### src/rtl/lifo_seq_if.sv
// Valid/ready stream pair for lifo_seq: push-side input stream and pop-side output stream.
// master drives words in and accepts popped words; slave is the sequencer.
interface lifo_seq_if #(
    parameter int unsigned DW = 4
);
    logic          in_valid;
    logic [DW-1:0] in_data;
    logic          in_ready;
    logic          out_valid;
    logic [DW-1:0] out_data;
    logic          out_ready;

    modport master (
        output in_valid, in_data, out_ready,
        input  in_ready, out_valid, out_data
    );

    modport slave (
        input  in_valid, in_data, out_ready,
        output in_ready, out_valid, out_data
    );
endinterface

### src/rtl/lifo_seq.sv
// Stream sequencer wrapped around an external LIFO stack: push strobes in, drain-to-empty out.
// Optional macro LIFO_SEQ_AUTO_DRAIN_EN: a full stack starts a drain on its own.
module lifo_seq #(
    parameter int unsigned DEPTH = 5,
    parameter int unsigned CW    = 3
) (
    input  logic          clk,
    input  logic          reset,
    lifo_seq_if.slave     bus,
    input  logic          drain_req,
    output logic          drain_done,
    output logic [CW-1:0] drain_count,
    output logic [CW-1:0] occ,
    output logic          mismatch,
    output logic          lifo_write,
    output logic          lifo_read,
    output logic [3:0]    lifo_data_in,
    input  logic [3:0]    lifo_data_out,
    input  logic          lifo_full,
    input  logic          lifo_empty
);
    localparam logic [CW-1:0] DepthCw = CW'(DEPTH);

    typedef enum logic [1:0] {StIdle, StPop, StCap, StOut} state_t;

    state_t        state_q;
    logic          out_valid_q;
    logic [3:0]    out_data_q;
    logic          drain_done_q;
    logic [CW-1:0] drain_count_q;
    logic [CW-1:0] occ_q;
    logic          mismatch_q;
    logic          lifo_read_q;
    logic          drain_go;
    logic          flag_err;

`ifdef LIFO_SEQ_AUTO_DRAIN_EN
    assign drain_go = drain_req | lifo_full;
`else
    assign drain_go = drain_req;
`endif

    assign bus.in_ready  = (state_q == StIdle) & ~lifo_full & ~drain_req;
    assign lifo_write    = bus.in_valid & bus.in_ready;
    assign lifo_data_in  = bus.in_data;
    assign lifo_read     = lifo_read_q;
    assign bus.out_valid = out_valid_q;
    assign bus.out_data  = out_data_q;
    assign drain_done    = drain_done_q;
    assign drain_count   = drain_count_q;
    assign occ           = occ_q;
    assign mismatch      = mismatch_q;

    // A blocked increment/decrement can only happen when the mirror already disagrees.
    assign flag_err = ((occ_q == '0) != lifo_empty)
                    | ((occ_q == DepthCw) != lifo_full)
                    | (lifo_write & (occ_q == DepthCw))
                    | (lifo_read_q & (occ_q == '0));

    always_ff @(posedge clk or negedge reset) begin
        if (!reset) begin
            state_q       <= StIdle;
            out_valid_q   <= 1'b0;
            out_data_q    <= '0;
            drain_done_q  <= 1'b0;
            drain_count_q <= '0;
            occ_q         <= '0;
            mismatch_q    <= 1'b0;
            lifo_read_q   <= 1'b0;
        end else begin
            drain_done_q <= 1'b0;
            lifo_read_q  <= 1'b0;

            if (lifo_write && occ_q != DepthCw) begin
                occ_q <= occ_q + 1'b1;
            end else if (lifo_read_q && occ_q != '0) begin
                occ_q <= occ_q - 1'b1;
            end

            if (flag_err) begin
                mismatch_q <= 1'b1;
            end

            case (state_q)
                StIdle: begin
                    if (drain_go) begin
                        drain_count_q <= '0;
                        if (lifo_empty) begin
                            drain_done_q <= 1'b1;
                        end else begin
                            lifo_read_q <= 1'b1;
                            state_q     <= StPop;
                        end
                    end
                end
                StPop: begin
                    state_q <= StCap;
                end
                // LIFO read data is valid one cycle after the read strobe.
                StCap: begin
                    out_data_q  <= lifo_data_out;
                    out_valid_q <= 1'b1;
                    state_q     <= StOut;
                end
                StOut: begin
                    if (bus.out_ready) begin
                        out_valid_q   <= 1'b0;
                        drain_count_q <= drain_count_q + 1'b1;
                        if (lifo_empty) begin
                            drain_done_q <= 1'b1;
                            state_q      <= StIdle;
                        end else begin
                            lifo_read_q <= 1'b1;
                            state_q     <= StPop;
                        end
                    end
                end
                default: state_q <= StIdle;
            endcase
        end
    end
endmodule

### src/flat_wrapper.sv
// flat-port wrapper written by rule: the top's interface ports become plain ports
module lifo_seq_flat 
#(
    parameter int unsigned DEPTH = 5,
    parameter int unsigned CW    = 3
)
  (clk, reset, drain_req, drain_done, drain_count, occ, mismatch, lifo_write, lifo_read, lifo_data_in, lifo_data_out, lifo_full, lifo_empty, bus_in_valid, bus_in_data, bus_out_ready, bus_in_ready, bus_out_valid, bus_out_data);
  lifo_seq_if #(.DW(4)) bus_i ();
  input  logic clk;
  input  logic reset;
  input  logic drain_req;
  output logic drain_done;
  output logic [CW-1:0] drain_count;
  output logic [CW-1:0] occ;
  output logic mismatch;
  output logic lifo_write;
  output logic lifo_read;
  output logic [3:0] lifo_data_in;
  input  logic [3:0] lifo_data_out;
  input  logic lifo_full;
  input  logic lifo_empty;
  input wire logic [$bits(bus_i.in_valid)-1:0] bus_in_valid;
  input wire logic [$bits(bus_i.in_data)-1:0] bus_in_data;
  input wire logic [$bits(bus_i.out_ready)-1:0] bus_out_ready;
  output wire logic [$bits(bus_i.in_ready)-1:0] bus_in_ready;
  output wire logic [$bits(bus_i.out_valid)-1:0] bus_out_valid;
  output wire logic [$bits(bus_i.out_data)-1:0] bus_out_data;
  assign bus_i.in_valid = bus_in_valid;
  assign bus_i.in_data = bus_in_data;
  assign bus_i.out_ready = bus_out_ready;
  assign bus_in_ready = bus_i.in_ready;
  assign bus_out_valid = bus_i.out_valid;
  assign bus_out_data = bus_i.out_data;
  lifo_seq #(.DEPTH(DEPTH), .CW(CW)) u_core (.clk(clk), .reset(reset), .bus(bus_i), .drain_req(drain_req), .drain_done(drain_done), .drain_count(drain_count), .occ(occ), .mismatch(mismatch), .lifo_write(lifo_write), .lifo_read(lifo_read), .lifo_data_in(lifo_data_in), .lifo_data_out(lifo_data_out), .lifo_full(lifo_full), .lifo_empty(lifo_empty));
endmodule
### config.mk
export PLATFORM = sky130hd
export DESIGN_NAME = lifo_seq_flat
export DESIGN_NICKNAME = d
export VERILOG_FILES = /design/src/rtl/lifo_seq_if.sv /design/src/rtl/lifo_seq.sv /design/src/flat_wrapper.sv
export SDC_FILE = /design/constraint.sdc
export NUM_CORES = 1
export LEC_CHECK = 0
export BUFFER_PORTS_ARGS = -buffer_cell sky130_fd_sc_hd__clkbuf_2
export CORE_MARGIN = 2
export CORE_UTILIZATION = 51
export DETAILED_ROUTE_END_ITERATION = 7
export MAX_ROUTING_LAYER = met4
export PLACE_DENSITY = 0.92
export SETUP_SLACK_MARGIN = 0.15
export SLEW_MARGIN = 20
export SYNTH_ARGS = -nofsm -noshare
export SYNTH_HDL_FRONTEND = slang
export SYNTH_SLANG_ARGS = --single-unit
### constraint.sdc
create_clock -name clk -period 3.11 [get_ports clk]
set_input_delay 0.1555 -clock clk [delete_from_list [all_inputs] [get_ports clk]]
set_output_delay 0.1555 -clock clk [all_outputs]
set_load 0.1 [all_outputs]
-- Yosys cells after proc, flatten, opt, wreduce, memory -nomap -nowiden
Index checks and enable logic that the tools add are counted.
- $add $sub $neg: 3
- equality and inequality tests: 10
- mux-type cells: 20
- bitwise gates (word level): 10
- reductions and logical operators: 11
- operators by type and width (cell ; count):
    3-bit two-way mux ; 4
    1-bit two-way mux ; 8
    2-bit case mux with 4 select lines ; 1
    3-bit by 1-bit adder with 3-bit output, second input constant ; 2
    2-bit two-way mux ; 3
    2-bit inequality test, second input constant ; 3
    1-bit case mux with 2 select lines ; 3
    3-bit case mux with 2 select lines ; 1
    3-bit AND reduction ; 2
    2-bit nonzero test ; 3
    1-bit AND ; 5
    2-bit equality test, second input constant ; 2
    3-bit equality test, second input constant ; 1
    3-bit zero test ; 1
    3-bit inequality test, second input constant ; 1
    1-bit OR ; 3
    3-bit nonzero test ; 1
    3-bit by 1-bit subtractor with 3-bit output, second input constant ; 1
    2-bit by 1-bit equality test with 1-bit output, second input constant ; 1
    1-bit logical AND ; 2
    2-bit zero test ; 1
    1-bit inequality test ; 2
    1-bit NOT ; 2
    2-bit AND reduction ; 1
- bits in registers: 16
- input port bits: 15
- word-level logic and storage cells: 62

-- Logic depth before layout (Yosys ltp)
- depth after elaboration: 7
- gate-level depth with buffers: 8

-- Worst setup path after synthesis
OpenSTA, ideal clock, no wires.
- path type: register to output
- from: register u_core.state_q[0]
- to: output port bus_in_ready
- arrival: 2153 ps
- data required time: 2954 ps
- slack: 802 ps
- cell stages (with the launch flop): 5
- path buffers: 0
- cell sequence: dfrtp_1 inv_1 ha_1 nand2b_1 nor2_1
- word-level cells in the longest chain between the ends: 3
- ends and longest elaborated chain (item ; line ; source):
    start, declared ; lifo_seq.sv:26 ; state_t state_q;
    start signal, assigned ; lifo_seq.sv:62 ; state_q <= StIdle;
    start signal, assigned ; lifo_seq.sv:92 ; state_q <= StPop;
    start signal, assigned ; lifo_seq.sv:97 ; state_q <= StCap;
    2-bit zero test ; lifo_seq.sv:43 ; assign bus.in_ready = (state_q == StIdle) & ~lifo_full & ~drain_req;
    1-bit AND (2 in a row) ; lifo_seq.sv:43 ;
    end, declared ; flat_wrapper.sv:25 ; output wire logic [$bits(bus_i.in_ready)-1:0] bus_in_ready;
Every way passes these cells.

-- Worst setup path after layout
Ends and elaborated chain as after synthesis.

==> flow_summary_export.csv <==
group,metric,value,unit
status,status,"finished, final reports clean",
die,fp.dieH,47.1,um
yosys,netlist_top_cells_area,"dfrtp_1 (42%), ha_1 (6.6%), mux2_2 (4.8%)",
detailed_routing,ant_nets,0,
critical_path,worst_setup_path_end_kind,"output port",
sta,max_freq,491,MHz
detailed_routing,drc,0,
detailed_routing,wl_per_cell,12.9,um
sta,finalSetupViolations,0,
critical_path,path_cells,"inv_1 -> ha_1 -> nand2b_1 -> nor2_1 -> clkbuf_2",
min_path,worstHoldPathType,"in2reg",
global_route,use_met2,33.7,%
final_layout,fin_cells,142,
critical_path,cp.required,2.95,ns
critical_path,cp_slowest_stage_delay,0.46,ns
job,drv_cap,0,
global_route,grtUsageTotal,20.4,%
sta,layout_min_cycle_time,2.04,ns
die,die_x,47.1,um
sta,tns,0,ns
sta,slew_headroom,63.9,%
critical_path,worstPathArrival,1.88,ns
yosys,synth_edf_count,0,
sta,min_period_over_period,65.5,%
yosys,synth_area_leader_cell,"dfrtp_1",
global_route,grt_max_degree,17,
final_layout,final_net_count,139,
clock_network,postCtsSetupRepairBufs,0,
die,ios,35,
clock_network,cts_tree,"built",
global_route,grt_pass1_vias,740,
critical_path,rr_startpoint,"u_core.state_q[0]",
final_layout,area_delta_synth_final,17.2,%
sta,hold_violations,0,
detailed_routing,totalWireLength,1830,um
critical_path,crit_start,"u_core.state_q[0]",
placement,numPortBuffers,26,
detailed_routing,drt-vias-per-instance,5.47,
clock_network,htree_levels,1,
global_route,met1_usage,22.5,%
yosys,synth.top_cell.area_share,42.3,%
clock_network,clock_sinks,16,
critical_path,reg2reg_depth,7,
final_layout,layout-drive-gt1-share,33.3,%
yosys,synth_area_per_cell,10.2,sq um
critical_path,critPathSlowestCell,"clkbuf_2",
yosys,ys.flop_type,"dfrtp_1",
placement,dpl.hpwl,1420,um
final_layout,fin_util,64.2,%
critical_path,timing.rr.end,"u_core.occ[2]",
global_route,grt_use_met3,5.00,%
detailed_routing,drt_iter0_drc,30,
placement,place.gp.congestion,0.866,
critical_path,endpoint,"bus_in_ready",
yosys,syn_inst,93,
clock_network,cts_root_buf,"clkbuf_4",
critical_path,worstPathMaxFanout,5,
yosys,synth_seq_cells,16,
yosys,yosys.cell_count.top_type,"dfrtp_1",
placement,place_inst,137,
die,core,0.00173,sq mm
yosys,synth_nets,114,
yosys,ys_warn_count,0,
die,initial_core_util,54.8,%
yosys,async_flop_share,100,%
global_route,grt_pass1_wl,3040,um
sta,worst_pin_slew,0.543,ns
critical_path,path_class,"reg2out",
clock_network,numCtsBuffers,3,
yosys,synth.distinct_cells,32,
detailed_routing,vias,777,
global_route,antenna_found_initial,0,
min_path,whs_path_depth,2,
sta,fin_skew,0.00477,ns
die,die_area,0.00222,sq mm
sta,drv_slew,0,
yosys,netlist_area,946,sq um
sta,rsz0062_at_grt,"false",
yosys,synth_common_cells,"dfrtp_1 (16), nand2_1 (7), nor2_1 (6)",
yosys,synth-seq-area-share,42.3,%
die,num_rows,15,
clock_network,clk_pin_slew,0.10,ns
critical_path,start_kind,"flip-flop",
clock_network,clk_latency,0.29,ns
detailed_routing,dr.pass1.iters,4,
critical_path,r2r_setup_slack,1.08,ns
global_route,grt.overflow.total,0,
clock_network,cts.path.max_buffers,2,
clock_network,ctsResizeCount,0,
global_route,top_usage_layer,"met2",
final_layout,antenna_cells,0,
clock_network,cts_hold_buf,1,
## critical path: cells and delay by family, from the launching register on
family | cells | cell delay (ns)
adders and majority gates | 1 | 0.30
buffers and inverters | 2 | 0.60
DFF | 1 | 0.40
and+or+nand+nor | 2 | 0.28
## cells in the final DEF, fill, tap and decap left out, types with 2 or more instances in the layout
cell      count
inv_1         5
nand3_1       4
o21ai_1       5
nand2b_1      5
a21oi_1       4
clkbuf_4      3
nand2_1       7
a22o_1        3
mux2_2        4
ha_1          5
nor2_1        6
o21ai_0       3
dfrtp_1      16
nand3b_1      2
clkbuf_2     26
## routing by layer
metal / up-vias / part of all wire [%] / wire length, um
li1: 367 / - / -
met5: - / 0 / 0
met1: 379 / 40 / 729
met3: 6 / 5.0 / 91
met2: 25 / 53 / 965
met4: 0 / 2.3 / 42
## layout make-up
class / instances / area [sq um]
fillers: 146 / 618
flip-flops and latches: 16 / 400
well taps: 25 / 31.3
repair buffers: 27 / 140
inverters: 6 / 23.8
clock buffers: 4 / 36.3
multi-input cells: 64 / 477
## stage by stage
step	hold WS, ns	worst slack [ns]	area [sq um]
after floorplan	-0.140	0.802	946
after global placement	0.0911	1.21	1060
after detailed placement	0.0996	1.10	1060
after CTS	0.0851	1.08	1110
after global routing	0.0836	0.932	1110
final	0.0837	1.07	1110
## how the worst min path moves through the flow
stage	from	end	slack, ns
final	lifo_data_out[2]	u_core.bus.out_data[2]	0.08
after detailed placement	reset	u_core.state_q[1]	0.1
after global placement	reset	u_core.bus.out_data[1]	0.09
after floorplan	reset	u_core.bus.out_data[0]	-0.14
after global routing	lifo_data_out[2]	u_core.bus.out_data[2]	0.08
after CTS	lifo_empty	u_core.lifo_read	0.09
## registers in the layout, indices dropped and copies added, names as in the netlist
| register | flops |
|---|---|
| u_core.bus.out_data | 4 |
| u_core.drain_count | 3 |
| u_core.occ | 3 |
| u_core.state_q | 2 |
| u_core.bus.out_valid | 1 |
| u_core.drain_done | 1 |
| u_core.lifo_read | 1 |
| u_core.mismatch | 1 |
## cell families (layout without fill, tap and decap cells)
| logic type | count (synthesis) | after routing | synth area share [%] |
|---|---|---|---|
| buffers and inverters | 13 | 37 | 7.27 |
| AO/OA/AOI/OAI | 22 | 22 | 15.9 |
| XOR/XNOR | 2 | 2 | 1.85 |
| multiplexers | 5 | 5 | 5.82 |
| AND/OR/NAND/NOR | 29 | 29 | 18.1 |
| flip-flops | 16 | 16 | 42.3 |
| adder cells (fa/ha/maj) | 6 | 6 | 8.73 |
Power is left out: the tool's default activity adds up to more than one toggle a clock period on the data nets, which glitch-free logic cannot reach.
